<file path="src/rtl/ps2_kbd_fifo.sv">
// PS/2 keyboard receiver: 3-flop clock sync, frame check, FWFT scancode FIFO, make/break decoder.
// Latency: stop-bit edge detected -> valid/decoder update in 1 clk; rd_en with valid=0 is ignored.
// Backpressure: a good frame arriving with the FIFO full is dropped and sets sticky overflow. Optional macro PS2_TIMEOUT_EN.
module ps2_kbd_fifo #(
    parameter int FIFO_DEPTH  = 8,
    parameter int CNT_W       = 8,
    parameter int TIMEOUT_CYC = 50000
) (
    input  logic                          clk,
    input  logic                          rst,
    input  logic                          ps2_clk,
    input  logic                          ps2_data,
    input  logic                          rd_en,
    output logic [7:0]                    code,
    output logic                          valid,
    output logic [$clog2(FIFO_DEPTH):0]   count,
    output logic                          overflow,
    output logic                          frame_err,
    output logic                          key_down,
    output logic [7:0]                    last_code,
    output logic [CNT_W-1:0]              press_cnt
);
    localparam int AW = $clog2(FIFO_DEPTH);

    typedef enum logic {IDLE, BREAK} dec_state_t;

    logic [2:0]    clk_sync;
    logic [1:0]    data_sync;
    logic [3:0]    bit_cnt;
    logic [9:0]    shreg;
    logic [7:0]    mem [FIFO_DEPTH];
    logic [AW-1:0] wr_ptr;
    logic [AW-1:0] rd_ptr;
    logic [AW:0]   fifo_cnt;
    dec_state_t    state;

    logic       fall;
    logic       ps2_bit;
    logic       frame_ok;
    logic       good_stb;
    logic [7:0] rx_byte;
    logic       full;
    logic       do_rd;
    logic       do_wr;

    assign fall     = clk_sync[2] & ~clk_sync[1];
    assign ps2_bit  = data_sync[1];
    // shreg[0] = start, shreg[8:1] = D7..D0, shreg[9] = parity; ps2_bit is the stop bit
    assign frame_ok = ~shreg[0] & ps2_bit & (^shreg[9:1]);
    assign good_stb = fall && (bit_cnt == 4'd10) && frame_ok;
    assign rx_byte  = shreg[8:1];
    assign full     = (fifo_cnt == (AW+1)'(FIFO_DEPTH));
    assign valid    = (fifo_cnt != '0);
    assign do_rd    = rd_en & valid;
    assign do_wr    = good_stb & (~full | do_rd);
    assign count    = fifo_cnt;
    assign code     = valid ? mem[rd_ptr] : 8'h00;

`ifdef PS2_TIMEOUT_EN
    localparam int TO_W = $clog2(TIMEOUT_CYC + 1);
    logic [TO_W-1:0] idle_cnt;
`endif

    always_ff @(posedge clk) begin
        if (rst) begin
            clk_sync  <= 3'b111;
            data_sync <= 2'b11;
            bit_cnt   <= '0;
            shreg     <= '0;
            frame_err <= 1'b0;
`ifdef PS2_TIMEOUT_EN
            idle_cnt  <= '0;
`endif
        end else begin
            clk_sync  <= {clk_sync[1:0], ps2_clk};
            data_sync <= {data_sync[0], ps2_data};
            frame_err <= 1'b0;
            if (fall) begin
                if (bit_cnt == 4'd10) begin
                    bit_cnt <= '0;
                    if (!frame_ok)
                        frame_err <= 1'b1;
                end else begin
                    shreg   <= {ps2_bit, shreg[9:1]};
                    bit_cnt <= bit_cnt + 4'd1;
                end
            end
`ifdef PS2_TIMEOUT_EN
            if (fall || bit_cnt == 4'd0) begin
                idle_cnt <= '0;
            end else if (idle_cnt == TO_W'(TIMEOUT_CYC - 1)) begin
                bit_cnt   <= '0;
                frame_err <= 1'b1;
                idle_cnt  <= '0;
            end else begin
                idle_cnt <= idle_cnt + 1'b1;
            end
`endif
        end
    end

    always_ff @(posedge clk) begin
        if (do_wr)
            mem[wr_ptr] <= rx_byte;
    end

    always_ff @(posedge clk) begin
        if (rst) begin
            wr_ptr   <= '0;
            rd_ptr   <= '0;
            fifo_cnt <= '0;
            overflow <= 1'b0;
        end else begin
            if (do_wr)
                wr_ptr <= wr_ptr + 1'b1;
            if (do_rd)
                rd_ptr <= rd_ptr + 1'b1;
            if (do_wr && !do_rd)
                fifo_cnt <= fifo_cnt + 1'b1;
            else if (do_rd && !do_wr)
                fifo_cnt <= fifo_cnt - 1'b1;
            if (good_stb && !do_wr)
                overflow <= 1'b1;
        end
    end

    // Decoder follows every good frame, including ones the FIFO had to drop
    always_ff @(posedge clk) begin
        if (rst) begin
            state     <= IDLE;
            key_down  <= 1'b0;
            last_code <= '0;
            press_cnt <= '0;
        end else if (good_stb) begin
            case (state)
                IDLE: begin
                    if (rx_byte == 8'hF0) begin
                        state <= BREAK;
                    end else if (rx_byte != 8'hE0) begin
                        if (!key_down || rx_byte != last_code)
                            press_cnt <= press_cnt + 1'b1;
                        key_down  <= 1'b1;
                        last_code <= rx_byte;
                    end
                end
                BREAK: begin
                    if (rx_byte == last_code)
                        key_down <= 1'b0;
                    state <= IDLE;
                end
                default: state <= IDLE;
            endcase
        end
    end
endmodule

</file>
<file path="config.mk">
export PLATFORM = sky130hd
export DESIGN_NAME = ps2_kbd_fifo
export DESIGN_NICKNAME = d
export VERILOG_FILES = /design/src/rtl/ps2_kbd_fifo.sv
export SDC_FILE = /design/constraint.sdc
export NUM_CORES = 1
export LEC_CHECK = 0
export ABC_AREA = 0
export CAP_MARGIN = 10
export CORE_ASPECT_RATIO = 1.2
export CORE_MARGIN = 3
export CORE_UTILIZATION = 34
export DETAILED_ROUTE_END_ITERATION = 8
export PLACE_DENSITY = 0.48
export SLEW_MARGIN = 20
export SYNTH_ARGS = -nofsm -noshare
export SYNTH_HDL_FRONTEND = slang
export SYNTH_SLANG_ARGS = --single-unit
</file>
<file path="constraint.sdc">
create_clock -name clk -period 4.44 [get_ports clk]
set_input_delay 1.11 -clock clk [delete_from_list [all_inputs] [get_ports clk]]
set_output_delay 1.11 -clock clk [all_outputs]
set_load 0.01 [all_outputs]
</file>
## Word level (Yosys, flattened, before mapping)

Memories as Yosys holds them, arrays and structs flattened. A register that Yosys moved wholly into a read port is not among the register bits.
Cells that the tools add are included.

- Register bits: 49
- Memories: 1
- Input port bits: 5
- Output and inout bits: 32
- Memory bits (writable): 64

- Bitwise logic cells: 13
- Mux-type cells: 15
- Eq/ne operators: 9
- Add/sub/neg operators: 6
- Reductions and logical operators: 17

Memories:

| memory | depth | width | rd ports | clocked after Yosys merged registers in | write ports | RTL line | text |
|---|---|---|---|---|---|---|---|
| mem | 8 | 8 | 1 | 1 | 1 | 31 | `logic [7:0] mem [FIFO_DEPTH];` |

Operator list:

| cell | count |
|---|---|
| 4-bit 2-to-1 mux | 3 |
| 9-bit parity | 1 |
| 4-bit by 1-bit adder with 4-bit output (second input constant) | 2 |
| 8-bit by 1-bit adder with 8-bit output (second input constant) | 1 |
| 4-bit equality test (second input constant) | 2 |
| 8-bit equality test | 1 |
| 8-bit equality test (second input constant) | 1 |
| 8-bit 2-to-1 mux | 1 |
| 8-bit inequality test | 1 |
| 8-bit inequality test (second input constant) | 1 |
| 4-bit AND reduction | 2 |
| 1-bit 2-to-1 mux | 7 |
| 1-bit inverter | 7 |
| 3-bit by 1-bit adder with 3-bit output (second input constant) | 2 |
| 3-bit 2-to-1 mux | 2 |
| 1-bit bitwise AND | 5 |
| 1-bit logical AND | 5 |
| 5-bit AND reduction | 1 |
| 2-bit inequality test (second input constant) | 2 |
| 1-bit one-hot mux with 2 select lines | 2 |
| 4-bit nonzero test | 1 |
| 4-bit by 1-bit subtractor with 4-bit output (second input constant) | 1 |
| 1-bit zero test | 3 |
| 3-bit OR reduction | 1 |
| other kinds (5) | 5 |

## Longest topological paths before layout

- Depth after elaboration: 9
- Mapped depth: 15
- Mapped depth without buffers: 15

## Worst setup path after synthesis

OpenSTA, ideal clock, no wires.

- Path kind: register to register
- Start point: register shreg[8]
- End point: register fifo_cnt[3] (netlist: count[3])
- Stages on the path, launching flop included: 15
- Period minus slack after synthesis: 3.160 ns
- Buffers on the path: 0
- Data required time: 4.370 ns
- Setup slack: 1.280 ns
- Arrival time: 3.090 ns
- Cell sequence: dfxtp_1 > ha_1 > xnor3_2 > xnor2_1 > nor2_1 > nand2_1 > inv_2 > ha_1 > inv_1 > ha_1 > a21o_1 > a21oi_1 > xnor2_1 > or3_1 > a21oi_1

- Cells in the longest elaborated chain, start to end: 7

Ends and longest elaborated chain:

| item | RTL line | text |
|---|---|---|
| start: declaration | 30 | `logic [9:0] shreg;` |
| start signal: assignment | 84 | `shreg <= {ps2_bit, shreg[9:1]};` |
| 9-bit parity * | 49 | `assign frame_ok = ~shreg[0] & ps2_bit & (^shreg[9:1]);` |
| 1-bit bitwise AND * | 49 |  |
| 1-bit logical AND * | 50 | `assign good_stb = fall && (bit_cnt == 4'd10) && frame_ok;` |
| 1-bit bitwise AND * | 55 | `assign do_wr = good_stb & (~full \| do_rd);` |
| net do_wr | 44 | `logic do_wr;` |
| 1-bit zero test | 120 | `else if (do_rd && !do_wr)` |
| 1-bit logical AND | 120 |  |
| 2-bit nonzero test (no line) | n/a |  |
| end signal: assignment | 119 | `fifo_cnt <= fifo_cnt + 1'b1;` |
| end signal: assignment | 121 | `fifo_cnt <= fifo_cnt - 1'b1;` |
| end: declaration | 34 | `logic [AW:0] fifo_cnt;` |

The timed path passes the listed nets; every way through them passes the cells marked *.
A chain may end at the register's enable or synchronous reset.

## Worst setup path after layout

Same ends and word-level chain as after synthesis.

==> results.cfg <==
[synthesis]
synth_top_family_by_area = multiplexers
synthTopCellsByArea = edfxtp_1, dfxtp_1, mux4_2
ys_ff_latch = 116
synthMuxAreaShare = 0.1325
synth_cell_types = 43
synth_warnings = 0
syn-num-nets = 377
synth_cells = 360
synthSimpleGateAreaFrac = 0.1157
yosys.area_share.xor_xnor = 0.04089
synth_compound_area_frac = 0.04374
synth_top_area_cell = edfxtp_1
yosys.area_share.adder = 0.03261
synth_seq_area_share = 0.6128
avgSynthCellArea_um2 = 13.43
synth_top_area_frac = 0.3975
netlist_area_um2 = 4835

[detailed_routing]
dr_total_vias = 2918
routed_wl_mm = 10.23
drc = 0
viasPerCell = 4.896
drt_iter0_markers = 155
wire_per_inst_um = 17.17
ant_nets = 0
firstDrtPassIters = 4

[cts]
hold_buffers = 0
clock_sinks = 116
clockBufferDepth = 2
htreeDepth = 4
cts_buffers = 17
cts_tree = yes
cts_resized = 0
clk_latency_ns = 0.41
postCtsSetupBuffers = 0
root_buffer = clkbuf_16
clkTransAtPathRegs_ns = 0.05

[timing]
min_period_over_period = 0.8166
grt_setup_unrepaired = false
max_freq_mhz = 275.8
drv_slew = 0
setup_tns_ns = 0
slew_headroom = 0.3817
setup_viol = 0
hold_viol = 0
worst_pin_slew_ns = 0.9224
finClkSkew_ns = 0.006769
min_period_ns = 3.626

[floorplan]
start_util = 0.3484
die-area_um2 = 15690
core_area_um2 = 13880
fp.dieW_um = 114.9
num_io_pins = 37
num_rows = 47
die_height_um = 136.6

[setup_path]
worst_setup_path_end_kind = flop
cp.arrival_ns = 3.96
cp-startpoint = shreg[8]
cp_max_fo = 13
r2r-start = shreg[8]
crit_required_ns = 4.78
critPathKind = flop to flop
crit_path_start_kind = flop

[grt]
overflow = 0
grt_use_total = 0.1430
grt_max_degree = 51
antenna_found_initial = 0
grt_first_pass_wirelength_mm = 16.54
grt_pass1_vias = 3067

[power_and_ir_drop]
power_density_nw_per_um2 = 539.2
intPower_mw = 2.442
power_leakage_nw = 2.138
swShare = 0.2495
power_frac_seq = 0.372
power_mw = 3.254
clock_power_share = 0.422
switchingPower_mw = 0.8119
combPwrFrac = 0.205
peakVddDrop_uv = 260.3

[worst_hold_path]
min_from = clk_sync[0]
hold_path.class = flop to flop

[cells_and_area]
fin_area_um2 = 6035
fillerInstances = 1287
final_nets = 429
area_growth_pct = 24.82
diodes = 0
drive_gt1_frac = 0.1624

[placed_design]
dp.final_hpwl_mm = 6.603
place_congestion = 0.7204
portBuffers = 36
placed_area_um2 = 5439

[run]
max_cap_viol_count = 0

[run_status]
outcome = complete, no violations
-- final timing paths --
| path | endpoint | slack [ns] | depth (start not counted) |
|---|---|---|---|
| setup / recovery | count[3] | 0.81 | 14 |
| hold / removal | clk_sync[1] | 0.41 | 1 |
| setup reg to reg | count[3] | 0.81 | 14 |
| hold reg to reg | clk_sync[1] | 0.41 | 1 |
-- flip-flops by register name (all words and copies together) (netlist names), named ones only --
register / count
frame_err: 1
shreg: 10
bit_cnt: 4
data_sync: 2
last_code: 8
mem: 64
overflow: 1
count: 4
wr_ptr: 3
rd_ptr: 3
state: 1
clk_sync: 3
press_cnt: 8
key_down: 1
-- cell type report --
class | count | area [µm²] | share of cell area
tap | 171 | 214.0 | 0.03546
clock inverter | 14 | 166.4 | 0.02758
multi-input combinational | 218 | 1772 | 0.2936
inverter | 10 | 37.54 | 0.006220
timing repair buffer | 49 | 452.9 | 0.07506
clock buffer | 18 | 429.2 | 0.07112
sequential | 116 | 2963 | 0.4910
-- Yosys cell counts, drive strengths merged --
library cell and instances:
edfxtp 64, dfxtp 52, nor2 45, mux2i 28, a21oi 19, mux4 16
xor2 15, ha 11, inv 10, clkbuf 9, nand2 9, nand3 8
buf 7, o21ai 7, o31ai 6, or4 6, or2 5, and3 4
nand4 4, nor2b 4, nor4 4, xnor2 4, nand3b 3, nor3 3
nor3b 3, nor4b 2, or3 2, a211oi 1, a21o 1, a41o 1
and3b 1, and4 1, and4bb 1, fa 1, nand2b 1, o2111a 1
xnor3 1
-- cells by family (layout without fill, tap and decap cells) --
| group | count (synthesis) | in the layout |
|---|---|---|
| buffers and inverters | 26 | 91 |
| and+or+nand+nor | 106 | 106 |
| AOI/OAI and AO/OA | 36 | 36 |
| xor gates and xnor gates | 20 | 20 |
| muxes | 44 | 44 |
| DFF | 116 | 116 |
| adders and majority gates | 12 | 12 |
-- power groups by stage --
stage               clock, mW  sequential [mW]  combinational, mW
finish                   1.37             1.21              0.668
global route             1.46             1.22              0.732
CTS                      1.41             1.21              0.686
detailed placement          0             1.23              0.683
global placement            0             1.24              0.680
floorplan                   0             1.22              0.400
-- critical path: stages (launching register included) --
cell and delay (ns):
dfxtp_1 0.58, ha_1 0.33, xnor3_2 0.40, xnor2_1 0.16, nor2_1 0.30, nand2_1 0.21, inv_2 0.14, ha_1 0.19
inv_1 0.09, ha_1 0.28, a21o_1 0.17, a21oi_1 0.17, xnor2_1 0.09, or3_1 0.31, a21oi_1 0.14
-- metrics by stage --
step / instances / worst slack, ns / hold WS (ns) / utilization
4_1_cts: 596 / 0.7594 / 0.4099 / 0.4348
5_1_grt: 596 / 0.5280 / 0.4171 / 0.4348
3_3_place_gp: 564 / 0.8894 / 0.3993 / 0.3919
3_5_place_dp: 564 / 0.7966 / 0.3979 / 0.3919
2_1_floorplan: 360 / 1.280 / 0.3895 / -
6_report: 596 / 0.8141 / 0.4080 / 0.4348
-- layer usage --
layer,global-route usage,part of all wire
met3,0.04511,0.036
met4,0.05871,0.019
met2,0.2297,0.50
met1,0.1785,0.45
met5,0,0
-- placed cells by master, fill, tap and decap left out, types with 7 or more instances in the layout --
cell	count
edfxtp_1	64
dfxtp_1	52
nor2_1	44
clkdlybuf4s50_1	35
mux2i_1	28
a21oi_1	19
clkbuf_16	17
mux4_2	16
xor2_1	14
buf_4	13
ha_1	11
nand2_1	9
inv_1	9
nand3_1	7
o21ai_0	7
No activity file was read; power rests on OpenSTA's default activity.
